$ cat src/rtl/rc_filter_bank_sequencer.sv
// ---------------------------------------------------------------------------
// rc_filter_bank_sequencer
//
// Purpose:
//   A bank of NUM_CH first-order RC (exponential smoothing) low-pass filters.
//   On every audio sample strobe, each channel is updated as
//       out[k] <= out[k] + ((alpha[k] * (in[k] - out[k])) >>> 16)
//   One 18x17 signed multiplier is shared by every channel. The channels are
//   processed one after another by a small LOAD/MUL/ACC sequencer, so a full
//   sample takes 3*NUM_CH clock cycles.
//
// Ports:
//   clk           system clock
//   I_RST         synchronous, active-high reset
//   audio_clk_en  sample strobe, one clk wide
//   in            packed signed inputs, channel k at bits [16k+15:16k]
//   out           packed signed filtered outputs (registered), same packing
//   cfg_we        alpha write strobe
//   cfg_ch        channel index for the alpha write
//   cfg_alpha     unsigned Q16 alpha value (clamped to 65536 on write)
//   busy          high while a sample sequence is in progress
//   done          one-cycle pulse when the sequence finishes
//   overrun       sticky: a strobe arrived while a sequence was running
// ---------------------------------------------------------------------------
module rc_filter_bank_sequencer #(
    parameter int          NUM_CH     = 4,
    parameter logic [16:0] ALPHA_INIT = 17'd6186
) (
    input  logic                  clk,
    input  logic                  I_RST,
    input  logic                  audio_clk_en,
    input  logic [16*NUM_CH-1:0]  in,
    output logic [16*NUM_CH-1:0]  out,
    input  logic                  cfg_we,
    input  logic [2:0]            cfg_ch,
    input  logic [16:0]           cfg_alpha,
    output logic                  busy,
    output logic                  done,
    output logic                  overrun
);

    localparam int              CH_W      = (NUM_CH > 1) ? $clog2(NUM_CH) : 1;
    localparam logic [CH_W-1:0] CH_LAST   = CH_W'(NUM_CH - 1);
    localparam logic [16:0]     ALPHA_MAX = 17'd65536;

    typedef enum logic [1:0] {
        IDLE,
        LOAD,
        MUL,
        ACC
    } state_t;

    state_t          state;
    state_t          state_next;
    logic [CH_W-1:0] ch;
    logic [CH_W-1:0] ch_next;
    logic            busy_next;
    logic            done_next;
    logic            capture;

    // Per-channel storage: input snapshot, filter state and smoothing factor
    logic signed [15:0] snap    [NUM_CH];
    logic signed [15:0] out_reg [NUM_CH];
    logic        [16:0] alpha   [NUM_CH];

    // Pipeline registers between the three per-channel steps
    logic signed [16:0] diff_q;
    logic signed [33:0] prod_q;

    // Values belonging to the channel currently being processed
    logic signed [15:0] snap_cur;
    logic signed [15:0] out_cur;
    logic        [16:0] alpha_cur;
    logic signed [16:0] diff_calc;
    logic signed [17:0] mult_a;
    logic signed [34:0] mult_full;

    // Configuration write decode
    logic              cfg_in_range;
    logic [CH_W-1:0]   cfg_idx;
    logic [16:0]       cfg_alpha_clamped;

    // Bits of the wide product that the Q16 rescale intentionally drops
    logic unused_prod_bits;

    // -----------------------------------------------------------------------
    // Sequencer state register. Reset wins over everything, so a sequence
    // interrupted by reset never reaches its ACC step or its done pulse.
    // -----------------------------------------------------------------------
    always_ff @(posedge clk) begin
        if (I_RST) begin
            state <= IDLE;
            ch    <= '0;
            busy  <= 1'b0;
            done  <= 1'b0;
        end else begin
            state <= state_next;
            ch    <= ch_next;
            busy  <= busy_next;
            done  <= done_next;
        end
    end

    // -----------------------------------------------------------------------
    // Next-state logic. Each channel takes LOAD -> MUL -> ACC; after the last
    // channel's ACC the sequencer returns to IDLE, drops busy and pulses done
    // in the same edge, so a new strobe can be taken the very next cycle.
    // -----------------------------------------------------------------------
    always_comb begin
        state_next = state;
        ch_next    = ch;
        busy_next  = busy;
        done_next  = 1'b0;
        capture    = 1'b0;
        case (state)
            IDLE: begin
                if (audio_clk_en) begin
                    capture    = 1'b1;
                    ch_next    = '0;
                    busy_next  = 1'b1;
                    state_next = LOAD;
                end
            end
            LOAD: begin
                state_next = MUL;
            end
            MUL: begin
                state_next = ACC;
            end
            ACC: begin
                if (ch == CH_LAST) begin
                    state_next = IDLE;
                    busy_next  = 1'b0;
                    done_next  = 1'b1;
                end else begin
                    ch_next    = ch + 1'b1;
                    state_next = LOAD;
                end
            end
            default: begin
                state_next = IDLE;
            end
        endcase
    end

    // -----------------------------------------------------------------------
    // Shared arithmetic. The difference is taken at 17 bits so that even the
    // extreme -32768 - 32767 case cannot overflow. Alpha is zero-extended to
    // 18 bits so that 65536 (unity) stays positive in the signed multiply.
    // -----------------------------------------------------------------------
    assign snap_cur  = snap[ch];
    assign out_cur   = out_reg[ch];
    assign alpha_cur = alpha[ch];

    assign diff_calc = {snap_cur[15], snap_cur} - {out_cur[15], out_cur};
    assign mult_a    = {1'b0, alpha_cur};
    assign mult_full = 35'(mult_a) * 35'(diff_q);

    assign unused_prod_bits = ^{mult_full[34], prod_q[33:32], prod_q[15:0]};

    // -----------------------------------------------------------------------
    // Alpha writes: out-of-range channel indices are dropped and oversized
    // values are limited to unity gain.
    // -----------------------------------------------------------------------
    assign cfg_in_range      = ({29'd0, cfg_ch} < 32'(NUM_CH));
    assign cfg_idx           = cfg_ch[CH_W-1:0];
    assign cfg_alpha_clamped = (cfg_alpha > ALPHA_MAX) ? ALPHA_MAX : cfg_alpha;

    // -----------------------------------------------------------------------
    // Datapath registers. The input snapshot decouples the running sequence
    // from later input changes. MUL reads alpha through a non-blocking
    // register, so a same-cycle config write to that channel only takes
    // effect on the following sample. Only the channel in ACC touches out.
    // The low 16 bits of (prod >>> 16) are exactly prod[31:16]; the add wraps.
    // -----------------------------------------------------------------------
    always_ff @(posedge clk) begin
        if (I_RST) begin
            for (int k = 0; k < NUM_CH; k++) begin
                snap[k]    <= '0;
                out_reg[k] <= '0;
                alpha[k]   <= ALPHA_INIT;
            end
            diff_q  <= '0;
            prod_q  <= '0;
            overrun <= 1'b0;
        end else begin
            if (capture) begin
                for (int k = 0; k < NUM_CH; k++) begin
                    snap[k] <= in[16*k +: 16];
                end
            end
            if (state == LOAD) begin
                diff_q <= diff_calc;
            end
            if (state == MUL) begin
                prod_q <= mult_full[33:0];
            end
            if (state == ACC) begin
                out_reg[ch] <= out_reg[ch] + prod_q[31:16];
            end
            if (audio_clk_en && (state != IDLE)) begin
                overrun <= 1'b1;
            end
            if (cfg_we && cfg_in_range) begin
                alpha[cfg_idx] <= cfg_alpha_clamped;
            end
        end
    end

    // Repack the per-channel filter state onto the output bus
    for (genvar g = 0; g < NUM_CH; g++) begin : g_out_pack
        assign out[16*g +: 16] = out_reg[g];
    end

endmodule

$ cat config.mk
export PLATFORM = sky130hd
export DESIGN_NAME = rc_filter_bank_sequencer
export DESIGN_NICKNAME = d
export VERILOG_FILES = /design/src/rtl/rc_filter_bank_sequencer.sv
export SDC_FILE = /design/constraint.sdc
export NUM_CORES = 1
export LEC_CHECK = 0
export ABC_AREA = 1
export CORE_MARGIN = 5
export CORE_UTILIZATION = 60
export DETAILED_ROUTE_END_ITERATION = 16
export GPL_TIMING_DRIVEN = 0
export MAX_ROUTING_LAYER = met4
export PLACE_DENSITY = 0.81
export SKIP_LAST_GASP = 1
export SLEW_MARGIN = 20
export SYNTH_ARGS = -nofsm -noshare
export SYNTH_HDL_FRONTEND = slang
export SYNTH_SLANG_ARGS = --single-unit
$ cat constraint.sdc
create_clock -name clk -period 8.2 [get_ports clk]
set_input_delay 1.23 -clock clk [delete_from_list [all_inputs] [get_ports clk]]
set_output_delay 1.23 -clock clk [all_outputs]
set_load 0.01 [all_outputs]
* Word level (Yosys, flattened, before mapping)
Memory sizes are Yosys's and may differ from the RTL's. A register that Yosys moved wholly into a read port is not among the register bits.
Index checks and enable logic that the tools add are counted.
** Cells by class
- $add $sub $neg :: 3
- $mul :: 1
- $lt $le $gt $ge :: 2
- Equality and inequality tests :: 7
- Muxes and demuxes :: 40
- Bitwise operators :: 5
- Reductions and logical operators :: 10
** Operators by type and width (count)
- $mux 16 :: 5
- $mux 17 :: 2
- $mul 18x17->32 :: 1
- $mux 2 :: 11
- $mux 1 :: 19
- $gt 17x17->1 const B :: 1
- $reduce_or 17->1 :: 1
- $sub 16x16->17 :: 1
- $add 16x16->16 :: 1
- $reduce_or 16->1 :: 1
- $pmux 2 s4 :: 1
- $eq 2x2->1 const B :: 3
- $ne 2x2->1 const B :: 3
- $reduce_and 3->1 :: 2
- $or 1x1->1 :: 4
- $pmux 2 s2 :: 1
- $reduce_bool 2->1 :: 2
- $lt 3x3->1 const B :: 1
- $add 2x1->2 const B :: 1
- $eq 2x1->1 const B :: 1
- $logic_and 1x1->1 :: 2
- $logic_not 2->1 :: 1
- $pmux 1 s2 :: 1
- $reduce_or 2->1 :: 1
- $not 1->1 :: 1
** Word-level totals
- Register bits after elaboration :: 56
- RAM bits :: 196
- Input port bits :: 88
- Output and inout port bits :: 67
- Memories :: 3
** Memory list
- alpha :: depth 4, bits a word 17, rd ports 1, clocked after Yosys merged registers in 1, write ports 4, line 64 : logic [16:0] alpha [NUM_CH];
- out_reg :: depth 4, bits a word 16, rd ports 5, clocked after Yosys merged registers in 1, write ports 4, line 63 : logic signed [15:0] out_reg [NUM_CH];
- snap :: depth 4, bits a word 16, rd ports 1, clocked after Yosys merged registers in 1, write ports 4, line 62 : logic signed [15:0] snap [NUM_CH];

* Depth between registers and ports, before layout
- Depth in word-level cells :: 7
- Mapped depth :: 36
- Mapped depth without buffers :: 33

* Worst setup path before layout
No wires, ideal clock.
- Path type :: reg2reg
- Start :: register (tool-made name)
- End :: register prod_q[31]
- Arrival :: 5.625 ns
- Required time :: 8.091 ns
- Setup slack :: 2.466 ns
- Stages on the path, launching flop included :: 29
- Path buffers :: 3
- Period minus slack after synthesis :: 5.734 ns
- Path through :: dfxtp_1 buf_6 buf_2 buf_2 nand2_1 nand3_1 nand2_1 inv_1 nand2_1 fa_1 inv_1 fa_1 fa_1 fa_1 fa_1 inv_1 fa_1 inv_1 ha_1 inv_1 o21ai_0 a21oi_1 o21ai_0 a21oi_1 nand2_1 nand2_1 nand3_1 nand2_1 inv_1
** RTL lines
- to (signal assigned) :: line 196 : prod_q <= mult_full[33:0];
- to (decl) :: line 68 : logic signed [33:0] prod_q;

==> flow_summary.toml <==
[outcome]
status = "complete, no violations"

[final_layout]
drive_gt1_share_pct = 3.41
area_delta_synth_final_pct = 13.9
post-route-util_pct = 68.7
instances_no_fill = 3250
largest_reg_flops = 68
fill_cells = 2840
nets = 3229
multi_input_comb_area_sq_um = 12300
regArea_sq_um = 6730

[grt]
track_usage_pct = 33.2
grt_max_degree = 64
antenna_found_initial = 1
grt-ovfl-total = 0
grt_pass1_vias = 18800
grt_pass1_wl_mm = 99.4

[setup_path]
crit_fanout = 10
required_ps = 8630
rrSetupSlack_ps = 840
setup.worst_path.end_class = "flip-flop"
path_common_cell = "nand2_1"
r2r-end = "prod_q[19]"
critPathKind = "reg -> reg"
start_kind = "flip-flop"
cpPeakStageDelay_ps = 610
slowest_stage = "fa_1"
arrival_ps = 7790
rr_worst_depth = 29

[synth]
yosysTopAreaCell = "edfxtp_1"
synth_warnings = 0
ys_async_sr_fraction_pct = 0
synth_edf_count = 196
syn-instance-count = 2591
syn_area_per_cell_sq_um = 8.24
yosysSeqAreaShare_pct = 31.5
synthTopCellsByArea = "edfxtp_1 28%, fa_1 21%, inv_1 9.0%, nand2_1 8.9%, ha_1 8.4%"
synth_nets = 3047
synth_top_area_share_pct = 27.6
synth_commonest_cells = "514 x inv_1, 505 x nand2_1, 452 x nor2_1, 225 x fa_1, 196 x edfxtp_1"
synth_cell_types = 47
synth_most_common_cell = "inv_1"
synth-seq-cells = 238
syn_area_sq_um = 21400
synthFlopType = "edfxtp_1"

[placed_design]
io_buffers = 154
dp_cells = 3208
place_congestion = 1.01
hpwl_mm = 51.2

[clocking]
htreeDepth = 1
post-cts-setup-buffers = 0
path_clk_slew_ps = 70
cts_resized = 0
cts.path.max_buffers = 3
clock_latency_ps = 540
cts_buffers = 24
clock-root-buffer = "clkbuf_16"
postCtsHoldBufs = 0
cts_tree = "built"
numClockSinks = 238

[sta]
finalSetupViolCount = 0
fin_setup_tns_ps = 0
whs_ps = 492
layout_min_cycle_time_ps = 7360
relSlewSlack_pct = 38.1
hold_viol = 0
post-route-period-util_pct = 89.7
rsz0062_at_grt = "false"
skew_ps = 23.9
worst_pin_slew_ps = 927
max_freq_mhz = 136
drv_slew = 0

[die]
die_area_sq_um = 39500
die_w_um = 199
coreArea_sq_um = 35400
rows = 69
start_util_pct = 60.3
num_io_pins = 155
die_h_um = 199

[worst_hold_path]
worstHoldPathType = "reg -> reg"
min_path_cells = 2
min_from = "overrun"
holdPathEnd = "overrun"

[drt]
viasPerCell = 5.59
vias = 18200
dr.first_iter.drc_count = 1642
ant_nets = 0
drt-pass1-iter-count = 6
drt-total-wl_mm = 63.3
routedWlPerCell_um = 19.5
route.detailed.drc = 0

[flow_run]
maxCapViolCount = 0
-- cell type report --
| cell class | count | area share, % |
|---|---|---|
| Tap cell | 461 | 2.37 |
| Sequential cell | 238 | 27.7 |
| Timing Repair Buffer | 156 | 6.51 |
| Buffer | 87 | 1.62 |
| Clock buffer | 27 | 2.52 |
| Multi-Input combinational cell | 1740 | 50.5 |
| Inverter | 526 | 8.13 |
| Antenna cell | 1 | 0.0103 |
| Clock inverter | 14 | 0.689 |
-- metal layers --
layer	track usage, %	vias up	part of all wire (%)
met3	4.74	166	9.1
met1	42.3	8652	39
met4	13.1	0	4.5
met2	54.2	956	48
met5	-	-	0
li1	-	8391	-
-- stage by stage --
stage | setup WS [ps] | cell area [sq um]
5_1_grt | 539 | 24300
3_3_place_gp | 1040 | 23500
2_1_floorplan | 2470 | 21400
6_report | 845 | 24300
3_5_place_dp | 984 | 23500
4_1_cts | 965 | 24300
-- critical path, delay by kind of cell, from the launching register on --
| kind | cells | cell delay (ps) |
|---|---|---|
| adder cells (fa/ha/maj) | 7 | 3430 |
| AND/OR/NAND/NOR | 10 | 1380 |
| AO/OA/AOI/OAI | 3 | 740 |
| flip-flops | 1 | 310 |
| buffers and inverters | 9 | 1360 |
-- cells by family (layout without fill, tap and decap cells) --
group,count (synthesis),in the layout,share of synthesized area [%]
AOI/OAI and AO/OA,248,248,6.67
xor gates and xnor gates,17,17,0.697
adders and majority gates,368,368,29.5
buffers and inverters,613,810,11.1
DFF,238,238,31.5
other,0,1,0
and+or+nand+nor,1107,1107,20.6
-- cells in the final DEF (no fill, tap or decap), types with 24 or more instances in the layout --
cell type        count
a21oi_1             94
buf_2               29
clkbuf_1            48
clkbuf_16           24
clkdlybuf4s50_1    154
dfxtp_1             42
edfxtp_1           196
fa_1               225
ha_1               143
inv_1              514
nand2_1            504
nand3_1            105
nor2_1             452
o21ai_0             81
-- worst max-delay path by stage --
| stage | to | slack, ps | cells past startpoint |
|---|---|---|---|
| final | prod_q[19] | 840 | 29 |
| after global routing | prod_q[19] | 540 | 29 |
| after CTS | prod_q[19] | 960 | 29 |
| after detailed placement | prod_q[19] | 980 | 29 |
| after global placement | prod_q[19] | 1040 | 28 |
| after floorplan | prod_q[31] | 2470 | 28 |
Power is left out: the tool's default activity adds up to more than one toggle a clock period on the data nets, which glitch-free logic cannot reach.
